$ cat config.mk
export PLATFORM = sky130hd
export DESIGN_NAME = run_sequencer
export DESIGN_NICKNAME = d
export VERILOG_FILES = /design/src/rtl/run_seq_pkg.sv /design/src/rtl/sat_counter.sv /design/src/rtl/run_sequencer.sv
export SDC_FILE = /design/constraint.sdc
export NUM_CORES = 1
export LEC_CHECK = 0
export CAP_MARGIN = 20
export CORE_ASPECT_RATIO = 1.4
export CORE_UTILIZATION = 45
export DETAILED_ROUTE_END_ITERATION = 6
export HOLD_SLACK_MARGIN = 0.12
export PLACE_DENSITY = 0.71
export SETUP_SLACK_MARGIN = 0.05
export SLEW_MARGIN = 25
export SYNTH_ARGS = -nofsm -noshare
export SYNTH_HDL_FRONTEND = slang
export SYNTH_SLANG_ARGS = --single-unit
$ cat constraint.sdc
create_clock -name clk -period 3 [get_ports clk]
set_input_delay 0.6 -clock clk [delete_from_list [all_inputs] [get_ports clk]]
set_output_delay 0.6 -clock clk [all_outputs]
set_load 0.02 [all_outputs]
$ cat src/rtl/run_seq_pkg.sv
// Shared types and default constants for the run sequencer.
package run_seq_pkg;

  typedef enum logic [1:0] {
    IDLE   = 2'd0,
    PRERST = 2'd1,
    RUN    = 2'd2,
    FIN    = 2'd3
  } run_state_e;

  localparam int unsigned RST_CYCLES_DEF = 2;
  localparam int unsigned TIMEOUT_DEF    = 32'h0000_FFF0;

endpackage

$ cat src/rtl/sat_counter.sv
// Up-counter with synchronous clear that holds at all-ones instead of wrapping.
module sat_counter #(
  parameter int W = 16
) (
  input  logic         clk,
  input  logic         rst_n,
  input  logic         clear,
  input  logic         en,
  output logic [W-1:0] count
);

  always_ff @(posedge clk or negedge rst_n) begin
    if (!rst_n) begin
      count <= '0;
    end else if (clear) begin
      count <= '0;
    end else if (en && (count != '1)) begin
      count <= count + 1'b1;
    end
  end

endmodule

$ cat src/rtl/run_sequencer.sv
// Core run sequencer: hold core in reset, run it until halt, then present results.
// Optional run watchdog compiled in with RUN_SEQUENCER_WATCHDOG_EN.
//
// state  | meaning
// IDLE   | core held in reset, waiting for req
// PRERST | core reset held for RST_CYCLES cycles
// RUN    | core enabled, counting run cycles
// FIN    | run ended, core state held, done until req drops
module run_sequencer
  import run_seq_pkg::*;
#(
  parameter int unsigned RST_CYCLES = RST_CYCLES_DEF,
  parameter int          CNT_W      = 16,
  parameter int unsigned TIMEOUT    = TIMEOUT_DEF
) (
  input  logic             clk,
  input  logic             reset,
  input  logic             req,
  input  logic             halt_i,
  output logic             core_rst_o,
  output logic             core_en_o,
  output logic             busy,
  output logic             done,
  output logic             timeout,
  output logic [CNT_W-1:0] cycle_cnt
);

  localparam int PRE_W = (RST_CYCLES > 1) ? $clog2(RST_CYCLES) : 1;
  localparam logic [PRE_W-1:0] PRE_LAST = PRE_W'(RST_CYCLES - 1);

  run_state_e       state;
  run_state_e       next_state;
  logic [PRE_W-1:0] pre_cnt;
  logic             start;
  logic             pre_done;
  logic             wd_hit;
  logic             core_rst_d;
  logic             core_en_d;
  logic             busy_d;
  logic             done_d;

  assign start    = (state == IDLE) && req;
  assign pre_done = (pre_cnt == PRE_LAST);

  sat_counter #(.W(PRE_W)) u_pre_cnt (
    .clk   (clk),
    .rst_n (reset),
    .clear (start),
    .en    (state == PRERST),
    .count (pre_cnt)
  );

  sat_counter #(.W(CNT_W)) u_cycle_cnt (
    .clk   (clk),
    .rst_n (reset),
    .clear (start),
    .en    (state == RUN),
    .count (cycle_cnt)
  );

`ifdef RUN_SEQUENCER_WATCHDOG_EN
  // Zero-extended compare so a narrow counter can never alias the limit.
  assign wd_hit = ((32'(cycle_cnt) + 32'd1) == TIMEOUT);

  always_ff @(posedge clk or negedge reset) begin
    if (!reset) begin
      timeout <= 1'b0;
    end else if (start) begin
      timeout <= 1'b0;
    end else if ((state == RUN) && req && !halt_i && wd_hit) begin
      timeout <= 1'b1;
    end
  end
`else
  logic unused_timeout;
  assign unused_timeout = ^TIMEOUT;
  assign wd_hit         = 1'b0;
  assign timeout        = 1'b0;
`endif

  always_ff @(posedge clk or negedge reset) begin
    if (!reset) begin
      state      <= IDLE;
      core_rst_o <= 1'b1;
      core_en_o  <= 1'b0;
      busy       <= 1'b0;
      done       <= 1'b0;
    end else begin
      state      <= next_state;
      core_rst_o <= core_rst_d;
      core_en_o  <= core_en_d;
      busy       <= busy_d;
      done       <= done_d;
    end
  end

  // Abort on req drop takes priority over halt/watchdog in the same cycle.
  always_comb begin
    next_state = state;
    case (state)
      IDLE:    if (req) next_state = PRERST;
      PRERST:  if (!req) next_state = IDLE;
               else if (pre_done) next_state = RUN;
      RUN:     if (!req) next_state = IDLE;
               else if (halt_i || wd_hit) next_state = FIN;
      FIN:     if (!req) next_state = IDLE;
      default: next_state = IDLE;
    endcase
  end

  // Outputs decoded from next_state so they register alongside the state.
  always_comb begin
    core_rst_d = 1'b1;
    core_en_d  = 1'b0;
    busy_d     = 1'b0;
    done_d     = 1'b0;
    case (next_state)
      IDLE:    core_rst_d = 1'b1;
      PRERST:  busy_d     = 1'b1;
      RUN: begin
        core_rst_d = 1'b0;
        core_en_d  = 1'b1;
        busy_d     = 1'b1;
      end
      FIN: begin
        core_rst_d = 1'b0;
        done_d     = 1'b1;
      end
      default: core_rst_d = 1'b1;
    endcase
  end

endmodule

==> impl_metrics.env, run 1 <==
export IMPL_outcome="completed"
export IMPL_power_density_nw_per_um2=440
export IMPL_clock_path_buffers=2
export IMPL_grt_pass1_wl_mm=4.62
export IMPL_synthCells=127
export IMPL_multi_input_area_um2=593
export IMPL_regArea_um2=577
export IMPL_reg2reg_setup_slack_ps=910
export IMPL_rr_startpoint="u_cycle_cnt.count[0]"
export IMPL_fin_nets=157
export IMPL_worstPathArrival_ps=2330
export IMPL_hold_class="flip-flop to flip-flop"
export IMPL_ctsHoldBuffers=0
export IMPL_finalCritPeriodShare=0.696
export IMPL_syn_to_final_growth_pct=23.2
export IMPL_htreeDepth=1
export IMPL_grt_usage=0.212
export IMPL_netlist_area_um2=1220
export IMPL_setup_tns_ps=0
export IMPL_critical_path_buf_inv_count=0
export IMPL_antenna_found_initial=0
export IMPL_critPathRequiredTime_ps=3240
export IMPL_die_area_um2=2930
export IMPL_reg2reg_depth=5
export IMPL_vias=1095
export IMPL_yosys_area_share_simple=0.265
export IMPL_clock_latency_ps=310
export IMPL_dp_slack_ps=891
export IMPL_cp_start_kind="flip-flop"
export IMPL_drive_gt1_frac=0.0671
export IMPL_muxShareOfSynthArea=0.0246
export IMPL_leakagePower_uw=0.000608
export IMPL_synth_top_family_by_area="simple AND/OR/NAND/NOR gates"
export IMPL_critPathKind="flip-flop to flip-flop"
export IMPL_wl_per_cell_um=15.1
export IMPL_final_core_util=0.582
export IMPL_fmax_mhz=479
export IMPL_drt_pass1_iter_count=4
export IMPL_grt_pass1_vias=1051
export IMPL_die_w_um=46.1
export IMPL_irDropWorstVdd_uv=274
export IMPL_synth_distinct_cells=36
export IMPL_core_um2=2590
export IMPL_routed_wl_mm=2.80
export IMPL_rsz0062_at_grt="no"
export IMPL_synthArstFlopShare=1.00
export IMPL_slowest_delay_ps=530
export IMPL_synthAdderAreaFrac=0.0307
export IMPL_postCtsSetupBuffers=0
export IMPL_worstSetupEndpointType="flip-flop"
export IMPL_cts_buffers=3
export IMPL_synth_seq_cells=23
export IMPL_synth_xor_area_share=0
export IMPL_synth_edf_count=0
export IMPL_grt_max_degree=24
export IMPL_diodes=0
export IMPL_clockRootBuffer="clkbuf_4"
export IMPL_ios=25
export IMPL_portBuffers=23
export IMPL_ctsResizeCount=0
export IMPL_whs_ps=557
export IMPL_drc=0
export IMPL_synth_net_count=134
export IMPL_synth_compound_area_frac=0.162
export IMPL_slowest_stage="or4_1"
export IMPL_ys_flop_type="dfrtp_1"
export IMPL_ys_seq_area_frac=0.472
export IMPL_antenna_left=0
export IMPL_cp_max_fo=16
export IMPL_max_cap_violations=0
export IMPL_finalMaxSlewViolations=0
export IMPL_cts_tree="yes"
export IMPL_layout_min_cycle_time_ps=2090
export IMPL_fin_worst_skew_ps=1.71
export IMPL_drtIter0Drc=26
export IMPL_min_delay_path_depth=1
export IMPL_r2r_end="u_cycle_cnt.count[11]"
export IMPL_start_util=0.472
export IMPL_placementRows=22
export IMPL_hold_viol_final=0
export IMPL_grt_overflow=0
export IMPL_cp_common_cell="and4_1"
export IMPL_fill_cells=261
export IMPL_crit_chain="ha_1, and4_1, and4_1, or4_1, a21oi_1"
export IMPL_relSlewSlack=0.665
export IMPL_min_to="u_cycle_cnt.count[15]"
export IMPL_hpwlAfterDp_mm=2.06
export IMPL_path_clk_slew_ps=130
export IMPL_die_h_um=63.7
export IMPL_setup_slack_ps=912
export IMPL_postSynthAreaPerCell_um2=9.63
export IMPL_finalSetupViolations=0
export IMPL_clock_sinks=23
export IMPL_gp_congestion=0.830
export IMPL_routed_via_density=5.92
export IMPL_critical_path_top_delay_family="simple AND/OR/NAND/NOR gates"
export IMPL_synth_warnings=0
export IMPL_hp_start="u_cycle_cnt.count[15]"
export IMPL_tightest_slew_ps=503
[where the power goes]
part / internal, uW / switching [uW] / leakage, uW
Combinational: 66.0 / 85.4 / 0.000281
Sequential: 340 / 29.9 / 0.000309
Clock: 49.8 / 92.7 / 0.0000177
Total: 456 / 208 / 0.000608
[worst max path at each step]
stage,cells past startpoint,from,end
finish,5,u_cycle_cnt.count[0],u_cycle_cnt.count[11]
detailed placement,5,req,u_cycle_cnt.count[12]
global route,4,state[1],u_cycle_cnt.count[7]
floorplan,6,u_cycle_cnt.count[0],u_cycle_cnt.count[11]
CTS,5,u_cycle_cnt.count[0],u_cycle_cnt.count[13]
global placement,5,req,u_cycle_cnt.count[12]
[registers in the layout (all words and copies together) (netlist names)]
register           count
core_rst_o             1
u_cycle_cnt.count     16
done                   1
core_en_o              1
state                  2
busy                   1
u_pre_cnt.count        1
[worst register-to-register path, delay by kind of cell, from the launching register on]
kind / cells / cell delay, ps
flip-flops: 1 / 460
AND/OR/NAND/NOR: 3 / 1160
AO/OA/AOI/OAI: 1 / 150
adder cells (fa/ha/maj): 1 / 260
[layer usage]
metal,routed length [um],global-route usage
met1,1110,0.247
met2,1580,0.386
met3,88,0.0229
met4,12,0.0551
met5,0,0
[cell usage after synthesis (2+ instances only)]
| library cell | instances | area, um^2 |
|---|---|---|
| nand3_1 | 8 | 40.0 |
| nor4_1 | 2 | 12.5 |
| ha_1 | 3 | 37.5 |
| dfrtp_1 | 22 | 551 |
| and4_1 | 6 | 52.6 |
| o311ai_0 | 2 | 17.5 |
| clkbuf_1 | 3 | 11.3 |
| o211ai_1 | 3 | 22.5 |
| mux2i_1 | 3 | 30.0 |
| buf_2 | 3 | 15.0 |
| or4_1 | 6 | 45.0 |
| inv_1 | 5 | 18.8 |
| nor2_1 | 5 | 18.8 |
| nand4_1 | 2 | 12.5 |
| o21ai_0 | 6 | 30.0 |
| and3_1 | 4 | 25.0 |
| nor3_1 | 2 | 10.0 |
| nand2b_1 | 2 | 12.5 |
| a21oi_1 | 6 | 30.0 |
| o31ai_1 | 6 | 45.0 |
| or3_1 | 2 | 12.5 |
| nand2_1 | 10 | 37.5 |
| a31oi_1 | 2 | 12.5 |
| o41ai_1 | 2 | 17.5 |
[per-stage QoR]
stage	instances	area, um^2	power, uW
floorplan	127	1220	458
global placement	181	1480	522
detailed placement	181	1480	529
CTS	185	1510	673
global route	185	1510	704
finish	185	1510	664
[cell type report]
cell class,instances,area share
flip-flops and latches,23,0.383
clock inverters,1,0.00332
inverters,5,0.0125
multi-input cells,92,0.394
well taps,36,0.0299
repair buffers,25,0.163
clock buffers,3,0.0150
[cell usage in the layout, fill, tap and decap left out, drive strengths merged, types with 6 or more instances in the layout]
cell,Yosys,final
a21oi,6,6
and4,6,6
clkdlybuf4s50,0,23
dfrtp,22,22
nand2,10,10
nand3,9,9
o21ai,6,6
o31ai,6,6
or4,6,6
[kinds of logic (layout without fill, tap and decap cells)]
group                      count (synthesis)  count (layout)
muxes                                      3               3
DFF                                       23              23
and+or+nand+nor                           55              55
adders and majority gates                  3               3
other                                      1               1
buffers and inverters                     12              34
AOI/OAI and AO/OA                         30              30
No activity file was read; power rests on OpenSTA's default activity.
==> run 2, diff against run 1 <==
Settings changed: PLACE_DENSITY 0.71 to 0.74.
Clock period 3 ns to 1.9 ns, I/O delays scaled along.
==> run 2 against run 1 <==
Non-clock buffer count increased by 6. Final cell count increased by 3.2%. Sequential share of layout area decreased by 2.2 points. Die area unchanged. Sequential cell count unchanged. Worst setup slack got worse by 830 ps. Worst hold slack got worse by 170 ps. First-iteration DRC count decreased by 3.8%. Utilization increased by 4.4 points. Critical path depth decreased by 4. Register-to-register slack got worse by 830 ps. Via count increased by 2.6%. Critical path type is now flip-flop to output port. Largest cell class unchanged. Highest routed layer unchanged.
==> impl_metrics.env, run 2 (synthesis results as in run 1) <==
export IMPL_die_w_um=46.1
export IMPL_layout_commonest_cell="clkdlybuf4s50_1"
export IMPL_fmax_mhz=551
export IMPL_cts_buffers=3
export IMPL_grt_overflow=0
export IMPL_path_clk_slew_ps=130
export IMPL_syn_to_final_growth_pct=32.7
export IMPL_rsz0062_at_grt="yes"
export IMPL_die_h_um=63.7
export IMPL_antenna_found_initial=0
export IMPL_worstPathArrival_ps=1430
export IMPL_fill_cells=254
export IMPL_worstSetupEndpointType="output port"
export IMPL_placementRows=22
export IMPL_drtIter0Drc=25
export IMPL_critical_path_top_delay_family="buffers and inverters"
export IMPL_clock_latency_ps=320
export IMPL_power_density_nw_per_um2=679
export IMPL_wl_per_cell_um=15.6
export IMPL_max_flop_register="u_cycle_cnt.count"
export IMPL_crit_cells=1
export IMPL_cp_max_fo=6
export IMPL_grt_max_degree=24
export IMPL_max_cap_violations=0
export IMPL_htreeDepth=1
export IMPL_clock_sinks=23
export IMPL_hold_class="input pin to async pin"
export IMPL_die_area_um2=2930
export IMPL_layout_common_cells="clkdlybuf4s50_1 (17), dfrtp_1 (15), nand2_1 (10), nand3_1 (8), buf_4 (8)"
export IMPL_antenna_left=0
export IMPL_start_util=0.472
export IMPL_critPathKind="flip-flop to output port"
export IMPL_drt_pass1_iter_count=4
export IMPL_finalSetupViolations=0
export IMPL_vias=1123
export IMPL_irDropWorstVdd_uv=433
export IMPL_grt_pass1_vias=1073
export IMPL_finalMaxSlewViolations=0
export IMPL_cp_start_kind="flip-flop"
export IMPL_reg2reg_setup_slack_ps=90
export IMPL_portBuffers=23
export IMPL_reg2reg_depth=5
export IMPL_drive_gt1_frac=0.181
export IMPL_slowest_stage="clkdlybuf4s50_1"
export IMPL_cts_tree="yes"
export IMPL_grt_usage=0.228
export IMPL_grt_pass1_wl_mm=4.92
export IMPL_routed_via_density=5.88
export IMPL_reg_top3="u_cycle_cnt.count (16), state (2)"
export IMPL_clockRootBuffer="clkbuf_4"
export IMPL_fin_worst_skew_ps=2.86
export IMPL_crit_chain="clkdlybuf4s50_1"
export IMPL_slowest_delay_ps=630
export IMPL_critical_path_buf_inv_count=1
export IMPL_outcome="completed"
export IMPL_finalCritPeriodShare=0.955
export IMPL_dp_cells=186
export IMPL_leakagePower_uw=0.000728
export IMPL_setup_tns_ps=0
export IMPL_drc=0
export IMPL_stdcell_count=191
export IMPL_fin_nets=163
export IMPL_hpwlAfterDp_mm=2.08
export IMPL_clock_path_buffers=2
export IMPL_diodes=0
export IMPL_core_um2=2590
export IMPL_gp_congestion=0.855
export IMPL_critPathRequiredTime_ps=1520
export IMPL_layout_min_cycle_time_ps=1810
export IMPL_routed_wl_mm=2.98
export IMPL_ios=25
export IMPL_hold_viol_final=0
export IMPL_whs_ps=386
export IMPL_largest_reg_flops=16
==> run 2: cell types whose count changed in the layout (fill, tap and decap cells not counted), moves of 6 or more <==
| cell | delta |
|---|---|
| buf_4 | +6 |
| dfrtp_2 | +7 |
| clkdlybuf4s50_1 | -6 |
| dlymetal6s2s_1 | +6 |
| dfrtp_1 | -7 |
==> run 2: cell type report <==
type	instances	area, um^2	share of cell area
clock buffer	4	26.3	0.0162
inverter	5	18.8	0.0116
multi-input combinational	92	641	0.395
sequential	23	586	0.361
tap	36	45.0	0.0278
timing repair buffer	31	305	0.188
==> run 2: per-stage QoR <==
step | util | instance area, um^2 | setup slack, ps | total power (uW)
2_1_floorplan | - | 1240 | 51.8 | 736
3_3_place_gp | 0.592 | 1530 | 56.3 | 849
3_5_place_dp | 0.592 | 1530 | 16.6 | 860
4_1_cts | 0.606 | 1570 | 54.3 | 1110
5_1_grt | 0.627 | 1620 | 3.53 | 1160
6_report | 0.627 | 1620 | 85.6 | 1100
==> run 2: path summary, 6_finish.rpt <==
check,start,end
min reg2reg,u_cycle_cnt.count[5],u_cycle_cnt.count[5]
max in group asynchronous,reset,core_rst_o
min,reset,u_cycle_cnt.count[0]
max,u_cycle_cnt.count[9],cycle_cnt[9]
max reg2reg,u_cycle_cnt.count[0],u_cycle_cnt.count[11]
min in group clk,u_cycle_cnt.count[5],u_cycle_cnt.count[5]
==> run 2: timing repair <==
action | CTS | global route
hold buffers | 0 | 0
setup buffers | 1 | 0
gates cloned | 0 | 0
hold endpoints to repair | 0 | 0
resized for setup | 2 | 16
setup endpoints to repair | 1 | 14
==> run 2: metal layers <==
metal | up-vias | part of all wire | global-route usage
li1 | 537 | - | -
met4 | 0 | 0.023 | 0.129
met5 | - | 0 | 0
met3 | 7 | 0.031 | 0.0258
met2 | 25 | 0.51 | 0.349
met1 | 554 | 0.44 | 0.300
==> run 2: power breakdown <==
group | total, uW | internal [uW] | switching [uW]
sequential | 589 | 540 | 48.4
combinational | 275 | 127 | 148
clock | 238 | 82.4 | 156
total | 1100 | 750 | 352
==> RTL edit 1 (settings of run 1) <==
Encoding of `run_state_e`: now one-hot (4 bits for 4 states).
--- a/src/rtl/run_seq_pkg.sv
+++ b/src/rtl/run_seq_pkg.sv
@@ -1,11 +1,11 @@
 // Shared types and default constants for the run sequencer.
 package run_seq_pkg;
 
-  typedef enum logic [1:0] {
-    IDLE   = 2'd0,
-    PRERST = 2'd1,
-    RUN    = 2'd2,
-    FIN    = 2'd3
+  typedef enum logic [3:0] {
+    IDLE   = 4'b0001,
+    PRERST = 4'b0010,
+    RUN    = 4'b0100,
+    FIN    = 4'b1000
   } run_state_e;
 
   localparam int unsigned RST_CYCLES_DEF = 2;
Function: same outputs for any inputs over 10 cycles, from zero or initial values and one cycle with reset low; not proved beyond that.
==> RTL edit 1 against run 1 <==
  * Setup slack worse by 0.35 ns
  * Wire length is 5.0% higher
  * Clock skew is 0.0011 ns higher
  * Critical path depth is 1 lower
  * Sequential cell count is 2 higher
  * Synthesized area is 6.7% higher
  * Design area is 5.1% higher
  * Highest routed layer unchanged
Power is not compared: it rests on default switching activity, and its combinational part moved more than twofold at a synthesized area within 25%.
==> RTL edit 1: results <==
export IMPL_reg_largest_list="u_cycle_cnt.count (16), state (4)"
export IMPL_gp_congestion=0.761
export IMPL_synth_area_leaders="dfrtp_1, a21oi_1, dfstp_2"
export IMPL_fin_nets=164
export IMPL_drt_iter0_markers=21
export IMPL_fin_cells=194
export IMPL_grt_pass1_vias=1125
export IMPL_yosysSeqAreaShare_pct=48.2
export IMPL_synth_common_cells="dfrtp_1, a21oi_1, nand2_1, o21ai_0"
export IMPL_cp_arrival_ns=2.69
export IMPL_layout_drive_gt1_share_pct=6.33
export IMPL_grt_first_pass_wirelength_um=5110
export IMPL_status="finished, final reports clean"
export IMPL_yosysUniqueCellTypes=33
export IMPL_dpl_cell_area_mm2=0.00156
export IMPL_period_share_pct=81.2
export IMPL_grt_max_degree=26
export IMPL_slowest_stage="or4b_4"
export IMPL_grt_usage_pct=23.1
export IMPL_post_drt_wl_per_cell_um=15.1
export IMPL_r2r_slack_ns=0.56
export IMPL_clock_skew_ns=0.00286
export IMPL_r2r_start="state[1]$_DFF_PN0_"
export IMPL_via_per_inst=5.96
export IMPL_power_leakage_nw=0.598
export IMPL_startpoint="state[1]$_DFF_PN0_"
export IMPL_worst_pin_slew_ns=0.696
export IMPL_worstPathMaxFanout=12
export IMPL_slowest_delay_ns=0.64
export IMPL_syn_inst=137
export IMPL_dp_hpwl_um=2130
[RTL edit 1: kinds of logic (layout without fill, tap and decap cells)]
family / Yosys count / after routing / share of synthesized area (%)
DFF: 25 / 25 / 48.2
and+or+nand+nor: 62 / 62 / 28.6
adders and majority gates: 1 / 1 / 0.960
AOI/OAI and AO/OA: 32 / 32 / 14.2
xor gates and xnor gates: 2 / 2 / 1.34
muxes: 3 / 3 / 2.30
buffers and inverters: 11 / 32 / 4.13
other: 1 / 1 / 0.288
[RTL edit 1: worst reg2reg max path, delay by kind of cell, from the launching register on]
| family | cells | cell delay [ns] |
|---|---|---|
| flip-flops | 1 | 0.52 |
| AO/OA/AOI/OAI | 1 | 0.16 |
| AND/OR/NAND/NOR | 3 | 1.70 |
[RTL edit 1: power by group through the flow]
stage	registers [mW]	logic [mW]	clock network [mW]
6_report	0.371	0.0711	0.154
5_1_grt	0.373	0.0814	0.174
4_1_cts	0.370	0.0724	0.156
3_5_place_dp	0.377	0.0723	0
3_3_place_gp	0.376	0.0700	0
2_1_floorplan	0.372	0.0450	0
[RTL edit 1: worst min path at each step]
stage               depth (start not counted)                           endpoint  slack (ns)                              start
finish                                      1   u_cycle_cnt.count[4]$_DFFE_PN0P_        0.57   u_cycle_cnt.count[4]$_DFFE_PN0P_
global route                                1  u_cycle_cnt.count[14]$_DFFE_PN0P_        0.63  u_cycle_cnt.count[14]$_DFFE_PN0P_
CTS                                         1   u_cycle_cnt.count[4]$_DFFE_PN0P_        0.57   u_cycle_cnt.count[4]$_DFFE_PN0P_
detailed placement                          1   u_cycle_cnt.count[4]$_DFFE_PN0P_        0.55   u_cycle_cnt.count[4]$_DFFE_PN0P_
global placement                            1   u_cycle_cnt.count[4]$_DFFE_PN0P_        0.53   u_cycle_cnt.count[4]$_DFFE_PN0P_
floorplan                                   0                     busy$_DFF_PN0_        0.30                              reset
[RTL edit 1: routing by layer]
| layer | wire length (um) | GRT usage (%) |
|---|---|---|
| met3 | 82 | 3.02 |
| met4 | 77 | 10.4 |
| met1 | 1190 | 28.1 |
| met5 | 0 | 0 |
| met2 | 1590 | 38.5 |
[RTL edit 1: area by class of cell]
cell class	count	area, um2
repair buffers	25	245
inverters	3	11.3
fillers	263	1110
flip-flops and latches	25	628
well taps	36	45.0
multi-input cells	101	628
clock buffers	4	26.3
==> RTL edit 2 (config.mk and constraints of run 1) <==
Without the edit above. Build with the macro `RUN_SEQUENCER_WATCHDOG_EN` defined.
--- a/src/rtl/run_sequencer.sv
+++ b/src/rtl/run_sequencer.sv
@@ -6,6 +6,8 @@
 // PRERST | core reset held for RST_CYCLES cycles
 // RUN    | core enabled, counting run cycles
 // FIN    | run ended, core state held, done until req drops
+`define RUN_SEQUENCER_WATCHDOG_EN
+
 module run_sequencer
   import run_seq_pkg::*;
 #(
Behaviour: no difference found for any inputs over 10 cycles, from zero or initial values and one cycle with reset low; that may be too few to reach the edited logic, so the function may still have changed.
==> RTL edit 2 against run 1 <==
  * Critical path depth rose by 2
  * Total power rose by 37%
  * Via count up 5.2%
  * Sequential cell count up 1
  * Wire length increased by 3.7%
  * Global-route usage is 0.54 points higher
  * Non-clock buffer count is 3 higher
  * Setup slack lost 0.30 ns
  * Design area grew 13%
  * Synthesized cell count is 10% higher
  * Synthesized area rose by 9.8%
  * Largest cell class unchanged
  * Largest power group unchanged
==> RTL edit 2: results <==
export IMPL_fillerInstances=231
export IMPL_dp_hpwl_um=2140
export IMPL_dpl_cell_area_mm2=0.00163
export IMPL_clockRootBuffer="clkbuf_8"
export IMPL_max_freq_mhz=419
export IMPL_post_drt_wl_per_cell_um=14.5
export IMPL_yosysUniqueCellTypes=40
export IMPL_status="finished, final reports clean"
export IMPL_clk_pin_slew_worst_paths_ns=0.08
export IMPL_pre_cts_slack_ns=0.565
export IMPL_synth_area_leaders="dfrtp_1, o21ai_0, nand3_1"
export IMPL_yosysSeqAreaShare_pct=44.8
export IMPL_gp_congestion=0.776
export IMPL_clock_skew_ns=0.00420
export IMPL_r2r_slack_ns=0.62
export IMPL_power_leakage_nw=0.690
export IMPL_clk_latency_ns=0.27
export IMPL_grt_pass1_vias=1169
export IMPL_fin_nets=171
export IMPL_layout_drive_gt1_share_pct=9.20
export IMPL_cp_arrival_ns=2.54
export IMPL_via_per_inst=5.76
export IMPL_drt_iter0_markers=28
export IMPL_grt_first_pass_wirelength_um=5020
export IMPL_synth_common_cells="dfrtp_1, o21ai_0, nand2_1, nand3_1, nor2_1"
export IMPL_synth_nets=147
export IMPL_io_buffers=24
export IMPL_ir_drop_mv=0.346
## RTL edit 2: cell count changes in the layout (fill, tap and decap cells not counted), moves of 4 or more
| cell | delta |
|---|---|
| and4_1 | -4 |
| o21ai_0 | +9 |
| or4_1 | -6 |
| xnor2_1 | +5 |
## RTL edit 2: critical path, cell delays in order (launching register included)
cell and delay (ns):
dfrtp_1 0.47, ha_1 0.25, nand3_1 0.24, o41ai_4 0.40, buf_4 0.25, and2_0 0.38, o21ai_0 0.17, o41ai_1 0.09
## RTL edit 2: worst paths after layout
path,start,endpoint,cells past startpoint
setup / recovery,u_cycle_cnt.count[0]$_DFFE_PN0P_,u_cycle_cnt.count[5]$_DFFE_PN0P_,7
min in group asynchronous,reset,u_cycle_cnt.count[8]$_DFFE_PN0P_,1
setup reg to reg,u_cycle_cnt.count[0]$_DFFE_PN0P_,u_cycle_cnt.count[5]$_DFFE_PN0P_,7
hold reg to reg,u_pre_cnt.count$_DFFE_PN0P_,u_pre_cnt.count$_DFFE_PN0P_,2
max in group asynchronous,reset,core_rst_o$_DFF_PN1_,2
hold / removal,u_pre_cnt.count$_DFFE_PN0P_,u_pre_cnt.count$_DFFE_PN0P_,2
## RTL edit 2: final cells by class
cell class	count	area share [%]
Tap cell	37	2.72
Sequential cell	24	35.4
Inverter	6	1.32
Clock buffer	3	2.43
Multi-Input combinational cell	101	40.5
Clock inverter	1	1.77
Timing Repair Buffer	28	15.9
## RTL edit 2: report_power, final
group          switching [mW]  leakage [nW]  internal [mW]
logic                   0.129         0.331         0.0967
registers              0.0354         0.324          0.362
clock network           0.109        0.0357          0.179
## RTL edit 2: metal layers
layer,vias to the layer above,share of wire (%),track usage (%)
li1,558,-,-
met1,568,43,25.4
met2,24,53,37.5
met3,2,2.8,3.52
met4,0,0.93,7.99
met5,-,0,0
## RTL edit 2: cell families after synthesis
logic type	synth area share, %
adders and majority gates	2.80
and+or+nand+nor	22.9
muxes	0.839
buffers and inverters	4.75
xor gates and xnor gates	4.57
AOI/OAI and AO/OA	19.3
DFF	44.8
## RTL edit 2: per-stage QoR
stage / hold WS (ns) / power [mW] / utilization, % / cells
detailed placement: 0.477 / 0.630 / 57.2 / 196
floorplan: 0.304 / 0.531 / - / 140
global route: 0.512 / 0.957 / 59.7 / 200
global placement: 0.473 / 0.623 / 57.2 / 196
finish: 0.495 / 0.911 / 59.7 / 200
CTS: 0.497 / 0.919 / 59.7 / 200
